`config.mk`:
```
export PLATFORM = sky130hd
export DESIGN_NAME = muldiv_unit
export DESIGN_NICKNAME = d
export VERILOG_FILES = /design/src/rtl/muldiv_pkg.sv /design/src/rtl/muldiv_sign_fix.sv /design/src/rtl/muldiv_unit.sv
export SDC_FILE = /design/constraint.sdc
export NUM_CORES = 1
export LEC_CHECK = 0
export ABC_CLOCK_PERIOD_IN_PS = 9900
export BUFFER_PORTS_ARGS = -buffer_cell sky130_fd_sc_hd__buf_2
export CORE_MARGIN = 2
export CORE_UTILIZATION = 40
export DETAILED_ROUTE_END_ITERATION = 6
export PLACE_DENSITY_LB_ADDON = 0.15
export SLEW_MARGIN = 20
export SYNTH_ARGS = -nofsm -noshare
export SYNTH_HDL_FRONTEND = slang
export SYNTH_HIERARCHICAL = 1
export SYNTH_SLANG_ARGS = --single-unit
```
`constraint.sdc`:
```
create_clock -name clk -period 9.9 [get_ports clk]
set_input_delay 1.98 -clock clk [delete_from_list [all_inputs] [get_ports clk]]
set_output_delay 1.98 -clock clk [all_outputs]
set_load 0.01 [all_outputs]
```
`src/rtl/muldiv_pkg.sv`:
```
// Shared encodings and helpers for the multiply/divide unit.
package muldiv_pkg;

    localparam int DEFAULT_WIDTH = 32;

    typedef enum logic [1:0] {
        OP_MULT  = 2'b00,
        OP_MULTU = 2'b01,
        OP_DIV   = 2'b10,
        OP_DIVU  = 2'b11
    } op_e;

    typedef enum logic [1:0] {
        S_IDLE = 2'b00,
        S_CALC = 2'b01,
        S_DONE = 2'b10
    } state_e;

    function automatic logic isDiv(input logic [1:0] op);
        return op[1];
    endfunction

    function automatic logic isSigned(input logic [1:0] op);
        return ~op[0];
    endfunction

endpackage

```
`src/rtl/muldiv_sign_fix.sv`:
```
// Turns magnitude results into final HI/LO values, applying the result signs
// and the divide-by-zero / signed-overflow overrides.
module muldiv_sign_fix
    import muldiv_pkg::*;
#(
    parameter int WIDTH = DEFAULT_WIDTH
) (
    input  logic [1:0]       op_i,
    input  logic [WIDTH-1:0] magHi_i,
    input  logic [WIDTH-1:0] magLo_i,
    input  logic             signA_i,
    input  logic             signB_i,
    input  logic             divZero_i,
    input  logic             ovf_i,
    output logic [WIDTH-1:0] hi_o,
    output logic [WIDTH-1:0] lo_o
);
    localparam logic [WIDTH-1:0] MIN_VAL = {1'b1, {(WIDTH-1){1'b0}}};

    // Remainder takes the dividend's sign; quotient and product take the XOR.
    always_comb begin
        hi_o = magHi_i;
        lo_o = magLo_i;
        if (isDiv(op_i)) begin
            if (signA_i ^ signB_i) begin
                lo_o = -magLo_i;
            end
            if (signA_i) begin
                hi_o = -magHi_i;
            end
            if (divZero_i) begin
                lo_o = {WIDTH{1'b1}};
            end
            if (ovf_i) begin
                lo_o = MIN_VAL;
                hi_o = '0;
            end
        end else if (signA_i ^ signB_i) begin
            {hi_o, lo_o} = -{magHi_i, magLo_i};
        end
    end

endmodule

```
`src/rtl/muldiv_unit.sv`:
```
// Iterative multiply/divide unit holding the HI/LO registers. Defining
// MULDIV_FAST_MULT_EN gives a single-cycle multiply; division stays iterative.
module muldiv_unit
    import muldiv_pkg::*;
#(
    parameter int WIDTH = DEFAULT_WIDTH
) (
    input  logic             clk,
    input  logic             rst_n,
    input  logic             start_i,
    input  logic [1:0]       op_i,
    input  logic [WIDTH-1:0] a_i,
    input  logic [WIDTH-1:0] b_i,
    input  logic             hi_we_i,
    input  logic             lo_we_i,
    input  logic [WIDTH-1:0] wd_i,
    output logic             busy_o,
    output logic             done_o,
    output logic [WIDTH-1:0] hi_o,
    output logic [WIDTH-1:0] lo_o
);
    localparam int CW = (WIDTH > 1) ? $clog2(WIDTH) : 1;
    localparam logic [WIDTH-1:0] MIN_VAL = {1'b1, {(WIDTH-1){1'b0}}};

    state_e             state_q, state_d;
    logic [CW-1:0]      cnt_q, cnt_d;
    logic [1:0]         op_q, op_d;
    logic [WIDTH-1:0]   magA_q, magA_d;
    logic [WIDTH-1:0]   magB_q, magB_d;
    logic               signA_q, signA_d;
    logic               signB_q, signB_d;
    logic               divZero_q, divZero_d;
    logic               ovf_q, ovf_d;
    logic [2*WIDTH-1:0] acc_q, acc_d;
    logic [WIDTH-1:0]   hi_q, hi_d;
    logic [WIDTH-1:0]   lo_q, lo_d;

    logic               opSigned;
    logic [WIDTH:0]     mulSum;
    logic [WIDTH:0]     divTrial;
    logic [2*WIDTH-1:0] mulNext;
    logic [2*WIDTH-1:0] divNext;
    logic [2*WIDTH-1:0] stepNext;
    logic [WIDTH-1:0]   fixHi;
    logic [WIDTH-1:0]   fixLo;

    assign opSigned = isSigned(op_i);

    // Multiply: acc = {partial product, remaining multiplier bits}, shifted right each step.
    assign mulSum  = {1'b0, acc_q[2*WIDTH-1:WIDTH]} + {1'b0, (acc_q[0] ? magA_q : {WIDTH{1'b0}})};
    assign mulNext = {mulSum, acc_q[WIDTH-1:1]};

    // Divide: acc = {partial remainder, dividend/quotient bits}, shifted left each step.
    assign divTrial = {acc_q[2*WIDTH-1:WIDTH], acc_q[WIDTH-1]} - {1'b0, magB_q};
    assign divNext  = divTrial[WIDTH] ? {acc_q[2*WIDTH-2:0], 1'b0}
                                      : {divTrial[WIDTH-1:0], acc_q[WIDTH-2:0], 1'b1};

    assign stepNext = isDiv(op_q) ? divNext : mulNext;

`ifdef MULDIV_FAST_MULT_EN
    logic [2*WIDTH-1:0] extA, extB, fastProd;
    assign extA     = {{WIDTH{opSigned & a_i[WIDTH-1]}}, a_i};
    assign extB     = {{WIDTH{opSigned & b_i[WIDTH-1]}}, b_i};
    assign fastProd = extA * extB;
`endif

    muldiv_sign_fix #(.WIDTH(WIDTH)) u_sign_fix (
        .op_i      (op_q),
        .magHi_i   (stepNext[2*WIDTH-1:WIDTH]),
        .magLo_i   (stepNext[WIDTH-1:0]),
        .signA_i   (signA_q),
        .signB_i   (signB_q),
        .divZero_i (divZero_q),
        .ovf_i     (ovf_q),
        .hi_o      (fixHi),
        .lo_o      (fixLo)
    );

    always_comb begin
        state_d   = state_q;
        cnt_d     = cnt_q;
        op_d      = op_q;
        magA_d    = magA_q;
        magB_d    = magB_q;
        signA_d   = signA_q;
        signB_d   = signB_q;
        divZero_d = divZero_q;
        ovf_d     = ovf_q;
        acc_d     = acc_q;
        hi_d      = hi_q;
        lo_d      = lo_q;

        case (state_q)
            S_IDLE: begin
                if (hi_we_i) hi_d = wd_i;
                if (lo_we_i) lo_d = wd_i;
                if (start_i) begin
                    op_d      = op_i;
                    signA_d   = opSigned & a_i[WIDTH-1];
                    signB_d   = opSigned & b_i[WIDTH-1];
                    magA_d    = signA_d ? -a_i : a_i;
                    magB_d    = signB_d ? -b_i : b_i;
                    divZero_d = (b_i == '0);
                    ovf_d     = opSigned & isDiv(op_i) & (a_i == MIN_VAL) & (&b_i);
                    cnt_d     = CW'(WIDTH - 1);
                    acc_d     = isDiv(op_i) ? {{WIDTH{1'b0}}, magA_d} : {{WIDTH{1'b0}}, magB_d};
                    state_d   = S_CALC;
`ifdef MULDIV_FAST_MULT_EN
                    if (!isDiv(op_i)) begin
                        {hi_d, lo_d} = fastProd;
                        state_d      = S_DONE;
                    end
`endif
                end
            end
            S_CALC: begin
                acc_d = stepNext;
                cnt_d = cnt_q - 1'b1;
                if (cnt_q == '0) begin
                    cnt_d   = '0;
                    hi_d    = fixHi;
                    lo_d    = fixLo;
                    state_d = S_DONE;
                end
            end
            S_DONE: begin
                state_d = S_IDLE;
            end
            default: begin
                state_d = S_IDLE;
            end
        endcase
    end

    always_ff @(posedge clk) begin
        if (!rst_n) begin
            state_q   <= S_IDLE;
            cnt_q     <= '0;
            op_q      <= '0;
            magA_q    <= '0;
            magB_q    <= '0;
            signA_q   <= 1'b0;
            signB_q   <= 1'b0;
            divZero_q <= 1'b0;
            ovf_q     <= 1'b0;
            acc_q     <= '0;
            hi_q      <= '0;
            lo_q      <= '0;
        end else begin
            state_q   <= state_d;
            cnt_q     <= cnt_d;
            op_q      <= op_d;
            magA_q    <= magA_d;
            magB_q    <= magB_d;
            signA_q   <= signA_d;
            signB_q   <= signB_d;
            divZero_q <= divZero_d;
            ovf_q     <= ovf_d;
            acc_q     <= acc_d;
            hi_q      <= hi_d;
            lo_q      <= lo_d;
        end
    end

    assign busy_o = (state_q != S_IDLE);
    assign done_o = (state_q == S_DONE);
    assign hi_o   = hi_q;
    assign lo_o   = lo_q;

endmodule

```
# ---- Word level (Yosys, flattened, before mapping)
# Cells that the tools add are included.
# W data, S select, Z words.
dict set report classes {
  n_addsub 8
  eq_ne 7
  mux 29
  bitwise_logic 7
  reduce_logical 11
}
# op n
set op_table {}
lappend op_table {{$mux W32} 17}
lappend op_table {{$mux W64} 3}
lappend op_table {{$neg A32 Y32} 4}
lappend op_table {{$pmux W32 S2} 2}
lappend op_table {{$pmux W64 S2} 1}
lappend op_table {{$neg A64 Y64} 1}
lappend op_table {{$add A32 B32 Y33} 1}
lappend op_table {{$sub A33 B32 Y33} 1}
lappend op_table {{$eq A32 B32 Y1 const B} 1}
lappend op_table {{$logic_not A32 Y1} 1}
lappend op_table {{$reduce_and A32 Y1} 1}
lappend op_table {{$mux W5} 2}
lappend op_table {{$pmux W5 S2} 1}
lappend op_table {{$ne A2 B2 Y1 const B} 4}
lappend op_table {{$reduce_and A2 Y1} 3}
lappend op_table {{$reduce_and A3 Y1} 2}
lappend op_table {{$and A1 B1 Y1} 5}
lappend op_table {{$logic_not A5 Y1} 1}
lappend op_table {{$sub A5 B1 Y5 const B} 1}
lappend op_table {{$mux W2} 2}
lappend op_table {{$pmux W2 S2} 1}
lappend op_table {{$reduce_bool A2 Y1} 2}
lappend op_table {{$eq A2 B1 Y1 const B} 1}
lappend op_table {{$eq A2 B2 Y1 const B} 1}
lappend op_table {{3 further kinds} 3}
dict set report word_totals {
  regBits 205
}

# ---- Longest topological paths before layout
# Gate-level depths: netlist of run 1.
dict set report logic_depth {
  depth_word 10
  depth_mapped 24
}

# ---- Hierarchy
# The synthesis of run 1 kept the hierarchy.
# module instances cells_per_inst area_per_inst_um2 seq_area_each_um2
set by_module_without_submodules {}
lappend by_module_without_submodules {muldiv_unit 1 1894 14460.1 4103.9}
lappend by_module_without_submodules {muldiv_sign_fix 1 457 2727.6 0.0}

# ---- Worst setup path before layout of run 1
# OpenSTA, ideal clock, no wires.
dict set report synth_timing {
  path_type {flip-flop to flip-flop}
  from {register acc_q[31]}
  to {register hi_q[29], in the netlist hi_o[29]}
  setup_ps 86
  arrival_time_ps 5248
  t_required_ps 9814
  setup_slack_ps 4567
  path_stages_with_launch 23
  path_buffers 2
  period_less_slack_ps 5333
  path_cell_list {dfxtp_1 inv_1 ha_1 inv_1 fa_1 a211oi_1 o211ai_1 a2111oi_4 o21bai_2 a311o_1 and2_1 buf_6 buf_4 mux2i_1 o21ai_0 or4_1 or4_1 or4_1 nor3b_1 mux2i_1 o211ai_1 a21oi_1 a211oi_1}
}
dict set report synth_via {
  elab_chain_len 9
  elab_cells_between_ends 11
}
# item line
set synth_lines {}
lappend synth_lines {{from (decl)} muldiv_unit.sv:34} ;# logic [2*WIDTH-1:0] acc_q, acc_d;
lappend synth_lines {{from (signal assigned)} muldiv_unit.sv:146} ;# acc_q <= '0;
lappend synth_lines {{from (signal assigned)} muldiv_unit.sv:159} ;# acc_q <= acc_d;
lappend synth_lines {{$sub A33 B32 Y33 (*)} muldiv_unit.sv:54} ;# assign divTrial = {acc_q[2*WIDTH-1:WIDTH], acc_q[WIDTH-1]} - {1'b0, magB_q};
lappend synth_lines {{$mux W64 (*)} muldiv_unit.sv:55} ;# assign divNext = divTrial[WIDTH] ? {acc_q[2*WIDTH-2:0], 1'b0}
lappend synth_lines {{$mux W64 (*)} muldiv_unit.sv:58} ;# assign stepNext = isDiv(op_q) ? divNext : mulNext;
lappend synth_lines {{via stepNext[53]} muldiv_unit.sv:43} ;# logic [2*WIDTH-1:0] stepNext;
lappend synth_lines {{$neg A32 Y32} muldiv_sign_fix.sv:29} ;# hi_o = -magHi_i;
lappend synth_lines {{$mux W32} muldiv_sign_fix.sv:28} ;# if (signA_i) begin
lappend synth_lines {{$mux W32} muldiv_sign_fix.sv:34} ;# if (ovf_i) begin
lappend synth_lines {{$mux W32 (*)} muldiv_sign_fix.sv:24} ;# if (isDiv(op_i)) begin
lappend synth_lines {{via fixHi[29]} muldiv_unit.sv:44} ;# logic [WIDTH-1:0] fixHi;
lappend synth_lines {{$mux W32 (*)} muldiv_unit.sv:119} ;# if (cnt_q == '0) begin
lappend synth_lines {{$pmux W32 S2 (*)} muldiv_unit.sv:93} ;# case (state_q)
lappend synth_lines {{to (signal assigned)} muldiv_unit.sv:160} ;# hi_q <= hi_d;
lappend synth_lines {{to (decl)} muldiv_unit.sv:35} ;# logic [WIDTH-1:0] hi_q, hi_d;
# Mark *: on every way through the listed nets, which the timed path passes. The rest lies on a longest branch. The select of a mux whose other input is x is not followed.
# A chain may end at the register's enable or synchronous reset.

# ---- Worst setup path in the final report of run 1
dict set report layout_timing {
  from {register acc_q[31]}
  to {register hi_q[18], in the netlist hi_o[18]}
}
# The elaborated chain is that of the path after synthesis.

==> results of run 1 <==
[area by class of cell]
type / count / area [um2] / area share
clock inverters: 13 / 189 / 0.00985
clock buffers: 33 / 717 / 0.0374
well taps: 539 / 674 / 0.0352
multi-input cells: 1920 / 12200 / 0.638
repair buffers: 193 / 1030 / 0.0536
flip-flops and latches: 204 / 4090 / 0.213
inverters: 66 / 250 / 0.0130
[flip-flops by register name, indices dropped and copies added (netlist names), 2 cells and up]
register  cells
acc_q        64
cnt_q         5
hi_o         32
lo_o         32
magA_q       32
magB_q       32
state_q       2
[layout by cell type (no fill, tap or decap), types with 16 or more instances in the layout]
cell,count
sky130_fd_sc_hd__a21oi_1,276
sky130_fd_sc_hd__a31oi_1,20
sky130_fd_sc_hd__nand3_1,39
sky130_fd_sc_hd__o211ai_1,37
sky130_fd_sc_hd__ha_1,70
sky130_fd_sc_hd__inv_1,64
sky130_fd_sc_hd__o21ai_0,127
sky130_fd_sc_hd__dfxtp_1,203
sky130_fd_sc_hd__mux2_2,37
sky130_fd_sc_hd__a211oi_1,136
sky130_fd_sc_hd__o21a_1,16
sky130_fd_sc_hd__buf_2,168
sky130_fd_sc_hd__o31ai_1,21
sky130_fd_sc_hd__a22oi_1,34
sky130_fd_sc_hd__nand2_1,175
sky130_fd_sc_hd__nand4_1,34
sky130_fd_sc_hd__xnor2_1,79
sky130_fd_sc_hd__nor3_1,65
sky130_fd_sc_hd__nor4_1,32
sky130_fd_sc_hd__a21o_1,16
sky130_fd_sc_hd__mux2i_1,39
sky130_fd_sc_hd__and2_1,78
sky130_fd_sc_hd__and3_1,17
sky130_fd_sc_hd__buf_4,25
sky130_fd_sc_hd__or3_1,20
sky130_fd_sc_hd__clkbuf_16,26
sky130_fd_sc_hd__nor2_1,277
sky130_fd_sc_hd__xor2_1,65
[power by group through the flow]
stage	Sequential, W	Clock [W]	Combinational (W)
after floorplan	0.000972	0	0.000732
after global placement	0.000972	0	0.00108
after detailed placement	0.000976	0	0.00108
after CTS	0.000958	0.00103	0.00109
after global routing	0.000967	0.00106	0.00121
final	0.000958	0.00102	0.00111
[worst max-delay path, delay by kind of cell (launching register included)]
family	cells	cell delay (ps)
AND/OR/NAND/NOR	4	2340
multiplexers	1	260
adder cells (fa/ha/maj)	3	820
flip-flops	1	310
buffers and inverters	4	710
AO/OA/AOI/OAI	11	2930
[per-stage QoR]
| step | area, um2 | worst slack (ps) | cells |
|---|---|---|---|
| after floorplan | 17200 | 4570 | 2347 |
| after global placement | 18300 | 2880 | 2922 |
| after detailed placement | 18300 | 2740 | 2922 |
| after CTS | 19200 | 2690 | 2968 |
| after global routing | 19200 | 1910 | 2968 |
| final | 19200 | 2440 | 2968 |
[metal layers]
metal	share of wire	wire [um]
met1	0.45	31000
met2	0.44	30800
met3	0.068	4710
met4	0.042	2890
met5	0	0
[worst max path at each step]
stage                   start       end  slack [ps]  cells after the start
floorplan           acc_q[31]  hi_o[29]        4570                     22
global placement    acc_q[31]  hi_o[18]        2880                     23
detailed placement  acc_q[31]  hi_o[18]        2740                     23
CTS                 acc_q[31]  hi_o[18]        2690                     23
global route        acc_q[31]  hi_o[18]        1910                     23
finish              acc_q[31]  hi_o[18]        2440                     23
==> impl_metrics.json, run 1 <==
{
  "min_period_over_period": 0.753,
  "grt_max_degree": 105,
  "grt_antenna_before_repair": 0,
  "final_core_util": 0.455,
  "finalHoldViolCount": 0,
  "drt_wl_total_um": 69300,
  "dieWidth_um": 211,
  "fp.coreArea_mm2": 0.0421,
  "cts_inserted_buffers": 26,
  "row_count": 75,
  "first_global_vias": 16978,
  "maxCapViolations": 0,
  "drt-wirelength-per-cell_um": 23.4,
  "power.net_switching_w": 0.00119,
  "post_cts_buffers": 0,
  "tightest_slew_ps": 1060,
  "status": "complete, but fails checks",
  "portion_of_total_power_attributed_to_sequential_cells": 0.310,
  "drc_violation_count_after_routing": 2,
  "root_buffer": "sky130_fd_sc_hd__clkbuf_16",
  "slew_headroom": 0.290,
  "drt-initial-drc-count": 1995,
  "num_io_pins": 169,
  "fmax_ghz": 0.134,
  "start_util": 0.407,
  "synth.net_count": 2522,
  "report.power.total_w": 0.00309,
  "r2r_depth": 23,
  "gr-usage-met1": 0.430,
  "dp.final_hpwl_um": 53700,
  "clockPowerShare": 0.330,
  "critical_path.reg2reg.startpoint": "acc_q[31]",
  "detailroute.via_count": 18734,
  "worst_skew_pair.late_latency_ps": 560,
  "grt_busiest_layer": "met2",
  "setup.worst_path.class": "reg -> reg",
  "finalClockSkew_ps": 21.1,
  "hold_depth": 1,
  "worstReg2RegEnd": "hi_o[18]",
  "ys_warn_count": 6,
  "diodes": 0,
  "globalRouteMet3Util": 0.0284,
  "max-vdd-ir-drop_v": 0.000127,
  "synth_area_per_cell_um2": 7.31,
  "die_h_um": 211,
  "finalWorstPathRequiredPeriod_ps": 7460,
  "routabilityCongestion": 0.986,
  "unrepaired_setup_endpoints_after_global_routing": "no",
  "grt_first_pass_wirelength_um": 104000,
  "h-tree-depth": 1,
  "portBuffers": 168,
  "required_ps": 10380,
  "layout_nets": 2586,
  "critical_path_arrival_ps": 7930,
  "fin_setup_tns_ps": 0,
  "critical-path-max-stage-delay_ps": 870,
  "crit_slowest_cell": "sky130_fd_sc_hd__a32oi_1",
  "cts_sink_cnt": 204,
  "worst_hold_slack_ps": 444,
  "count_of_hold_fix_buffers_inserted_at_cts": 0,
  "grtUsageTotal": 0.304,
  "design.die.area_mm2": 0.0446,
  "setup_viol": 0,
  "clock_tree_from_tritoncts": "done",
  "holdCritPathClass": "reg -> reg",
  "critPathMaxFanout": 17,
  "power_density_mw_per_mm2": 161,
  "area_growth_syn_to_layout_pct": 11.8,
  "static_leakage_nw": 7.61,
  "clk_transition_reported_paths_ps": 60,
  "sw_frac_of_total": 0.386,
  "synth_instances": 2347,
  "total_grt_overflow": 0,
  "final-max-slew-violation-count": 0,
  "grt.met2_usage": 0.474,
  "netlist_area_mm2": 0.0172,
  "worstSetupEndpointType": "flip-flop",
  "violations": "DRC",
  "detail_route.first_pass.iterations": 7,
  "start_kind": "flip-flop",
  "ctsResizeCount": 0,
  "r2r_slack_ps": 2440,
  "hold_endpoint": "state_q[1]",
  "drt-vias-per-instance": 6.31,
  "share_comb_of_total_power": 0.360,
  "worst_hold_startpoint": "cnt_q[4]",
  "fillerInstances": 4304,
  "ctsLongestPathBuffers": 3,
  "worstPathCellList": "inv_1, ha_1, inv_1, fa_1, a211oi_1, o211ai_1, a2111oi_4, o21bai_2, a32oi_1, and2_1, buf_4, mux2i_1, a21oi_1, inv_1, ha_1, nor3b_1, nand4_1, nor4_1, a21oi_1, o21bai_1, a31oi_1, a21oi_1, a211oi_1",
  "antenna_violating_nets_post_route": 0,
  "intPower_w": 0.00190,
  "post_route_cells_drive_above_1_share": 0.126
}
Power figures use the tool's default switching activity.
==> run 2, diff against run 1 <==
--- a/config.mk
+++ b/config.mk
@@ -5,7 +5,7 @@
 export SDC_FILE = /design/constraint.sdc
 export NUM_CORES = 1
 export LEC_CHECK = 0
-export ABC_CLOCK_PERIOD_IN_PS = 9900
+export ABC_CLOCK_PERIOD_IN_PS = 6100
 export BUFFER_PORTS_ARGS = -buffer_cell sky130_fd_sc_hd__buf_2
 export CORE_MARGIN = 2
 export CORE_UTILIZATION = 40
==> constraint.sdc (replaced) <==
create_clock -name clk -period 6.1 [get_ports clk]
set_input_delay 1.22 -clock clk [delete_from_list [all_inputs] [get_ports clk]]
set_output_delay 1.22 -clock clk [all_outputs]
set_load 0.01 [all_outputs]
==> run 2 against run 1 <==
Against the previous run: the flow now finishes without violations; via count barely moved; sequential power rose by 63%; cell count rose by 1.7%; flip-flop and latch count did not move; sequential share of layout area fell by 0.39 points; largest cell class unchanged; worst hold slack got worse by 8.0 ps; routed wire length rose by 3.0%; total power rose by 62%; worst setup slack got worse by 2100 ps; core utilization rose by 0.89 points.
==> impl_metrics.json, run 2 (synthesis gave the netlist of run 1 again) <==
{
  "status": "finished, final reports clean",
  "start_kind": "flip-flop",
  "post_route_cells_drive_above_1_share": 0.148,
  "fp.coreArea_mm2": 0.0421,
  "portion_of_total_power_attributed_to_sequential_cells": 0.313,
  "max_flop_register": "acc_q",
  "grt.met2_usage": 0.492,
  "worst_skew_pair.late_latency_ps": 560,
  "static_leakage_nw": 7.87,
  "globalRouteMet3Util": 0.0510,
  "setup_viol": 0,
  "area_growth_syn_to_layout_pct": 14.0,
  "drt-vias-per-instance": 6.21,
  "antenna_violating_nets_post_route": 0,
  "worstSetupEndpointType": "flip-flop",
  "finalWorstSetupSlack_ps": 345,
  "clock_tree_from_tritoncts": "done",
  "drt_wl_total_um": 71400,
  "drt-wirelength-per-cell_um": 23.7,
  "grt_busiest_layer": "met2",
  "grt_max_degree": 87,
  "num_io_pins": 169,
  "first_global_vias": 17699,
  "dieWidth_um": 211,
  "cts_inserted_buffers": 25,
  "routabilityCongestion": 0.978,
  "count_of_hold_fix_buffers_inserted_at_cts": 0,
  "unrepaired_setup_endpoints_after_global_routing": "no",
  "intPower_w": 0.00303,
  "fillerInstances": 4340,
  "area_used_by_multi_input_combinational_logic_mm2": 0.0123,
  "cts_sink_cnt": 204,
  "final-max-slew-violation-count": 0,
  "diodes": 0,
  "drt-initial-drc-count": 1707,
  "critPathMaxFanout": 6,
  "most_frequent_cells_in_the_layout": "275 x sky130_fd_sc_hd__nor2_1, 275 x sky130_fd_sc_hd__a21oi_1, 202 x sky130_fd_sc_hd__dfxtp_1",
  "path_common_cell": "sky130_fd_sc_hd__or4_1",
  "fmax_ghz": 0.174,
  "critical-path-max-stage-delay_ps": 550,
  "h-tree-depth": 1,
  "power_density_mw_per_mm2": 256,
  "ctsLongestPathBuffers": 3,
  "sw_frac_of_total": 0.394,
  "grt_first_pass_wirelength_um": 107000,
  "crit_slowest_cell": "sky130_fd_sc_hd__or4_1",
  "design.die.area_mm2": 0.0446,
  "portBuffers": 168,
  "share_comb_of_total_power": 0.382,
  "total_grt_overflow": 0,
  "setup.worst_path.class": "reg -> reg",
  "detail_route.first_pass.iterations": 5,
  "finalClockSkew_ps": 34.7,
  "dp.final_hpwl_um": 56000,
  "start_util": 0.407,
  "worstPathCellList": "inv_1, ha_1, inv_1, fa_1, a211oi_2, o211ai_1, a2111oi_4, o21bai_2, a311o_1, and2_4, mux2_4, mux2_2, or4_1, or4_1, or4_1, nor3b_1, mux2i_1, o211ai_1, a21oi_1, a211oi_1",
  "finalWorstPathRequiredPeriod_ps": 5750,
  "root_buffer": "sky130_fd_sc_hd__clkbuf_16",
  "grt_antenna_before_repair": 1,
  "die_h_um": 211,
  "finalHoldViolCount": 0,
  "required_ps": 6570,
  "place_worst_setup_slack_ps": 119,
  "largest_register_ffs": 64,
  "gr-usage-met1": 0.423,
  "max-vdd-ir-drop_v": 0.000227,
  "maxCapViolations": 0,
  "hold_depth": 1,
  "cell_family_with_the_largest_share_of_critical_path_delay": "simple AND/OR/NAND/NOR gates",
  "path_depth": 20,
  "layout_nets": 2637,
  "grtUsageTotal": 0.313,
  "critical_path_buf_inv_count": 2,
  "clk_transition_reported_paths_ps": 60,
  "drc_violation_count_after_routing": 0,
  "power.net_switching_w": 0.00197,
  "fin_setup_tns_ps": 0,
  "tightest_slew_ps": 1070,
  "clockPowerShare": 0.305,
  "critical_path_arrival_ps": 6230,
  "min_period_over_period": 0.943,
  "row_count": 75,
  "detailroute.via_count": 18750,
  "report.power.total_w": 0.00500,
  "holdCritPathClass": "reg -> reg",
  "slew_headroom": 0.288,
  "r2r_depth": 20,
  "register_area_mm2": 0.00409
}
run 2: cell types whose count changed in the layout (fill, tap and decap cells not counted), sizes merged:
cell and delta:
buf +52, clkbuf -1, clkinv +2, inv +2, bufinv -2, clkinvlp -3
run 2: worst paths after layout:
check,from,endpoint,slack [ps]
min reg2reg,cnt_q[4],state_q[1],440
max reg2reg,acc_q[31],hi_o[29],350
max,acc_q[31],hi_o[29],350
min,cnt_q[4],state_q[1],440
run 2: layer usage:
layer / vias to the layer above / part of all wire
li1: 8914 / -
met5: - / 0.00015
met4: 2 / 0.047
met1: 8976 / 0.44
met2: 710 / 0.44
met3: 148 / 0.072
run 2: worst register-to-register path: cells and delay by family, from the launching register on:
kind                     cells  cell delay (ps)
AO/OA/AOI/OAI                8             1900
AND/OR/NAND/NOR              5             1980
multiplexers                 3              710
adder cells (fa/ha/maj)      2              620
flip-flops                   1              310
buffers and inverters        2              160
run 2: power groups by stage:
stage          Sequential, W  Combinational (W)  Clock [W]
5_1_grt              0.00158            0.00207    0.00160
6_report             0.00156            0.00191    0.00152
3_3_place_gp         0.00159            0.00184          0
4_1_cts              0.00156            0.00185    0.00155
2_1_floorplan        0.00158            0.00119          0
3_5_place_dp         0.00159            0.00184          0
run 2: area by class of cell:
type,instances,area share
multi-input combinational,1920,0.629
sequential,204,0.209
timing repair buffer,245,0.0727
clock buffer,32,0.0354
tap,539,0.0345
inverter,66,0.0128
clock inverter,12,0.00659
run 2: per-stage QoR:
stage	cell area (um2)	utilization	instances	hold WS, ps
after global placement	18600	0.442	2972	429
after global routing	19600	0.464	3018	455
after CTS	19500	0.462	3016	440
after floorplan	17200	-	2347	416
final	19600	0.464	3018	436
after detailed placement	18600	0.442	2972	439
run 2: what timing repair did:
item | 4_1_cts | 5_1_grt
setup endpoints to repair | 0 | 26
resized for setup | 0 | 18
setup buffers | 0 | 1
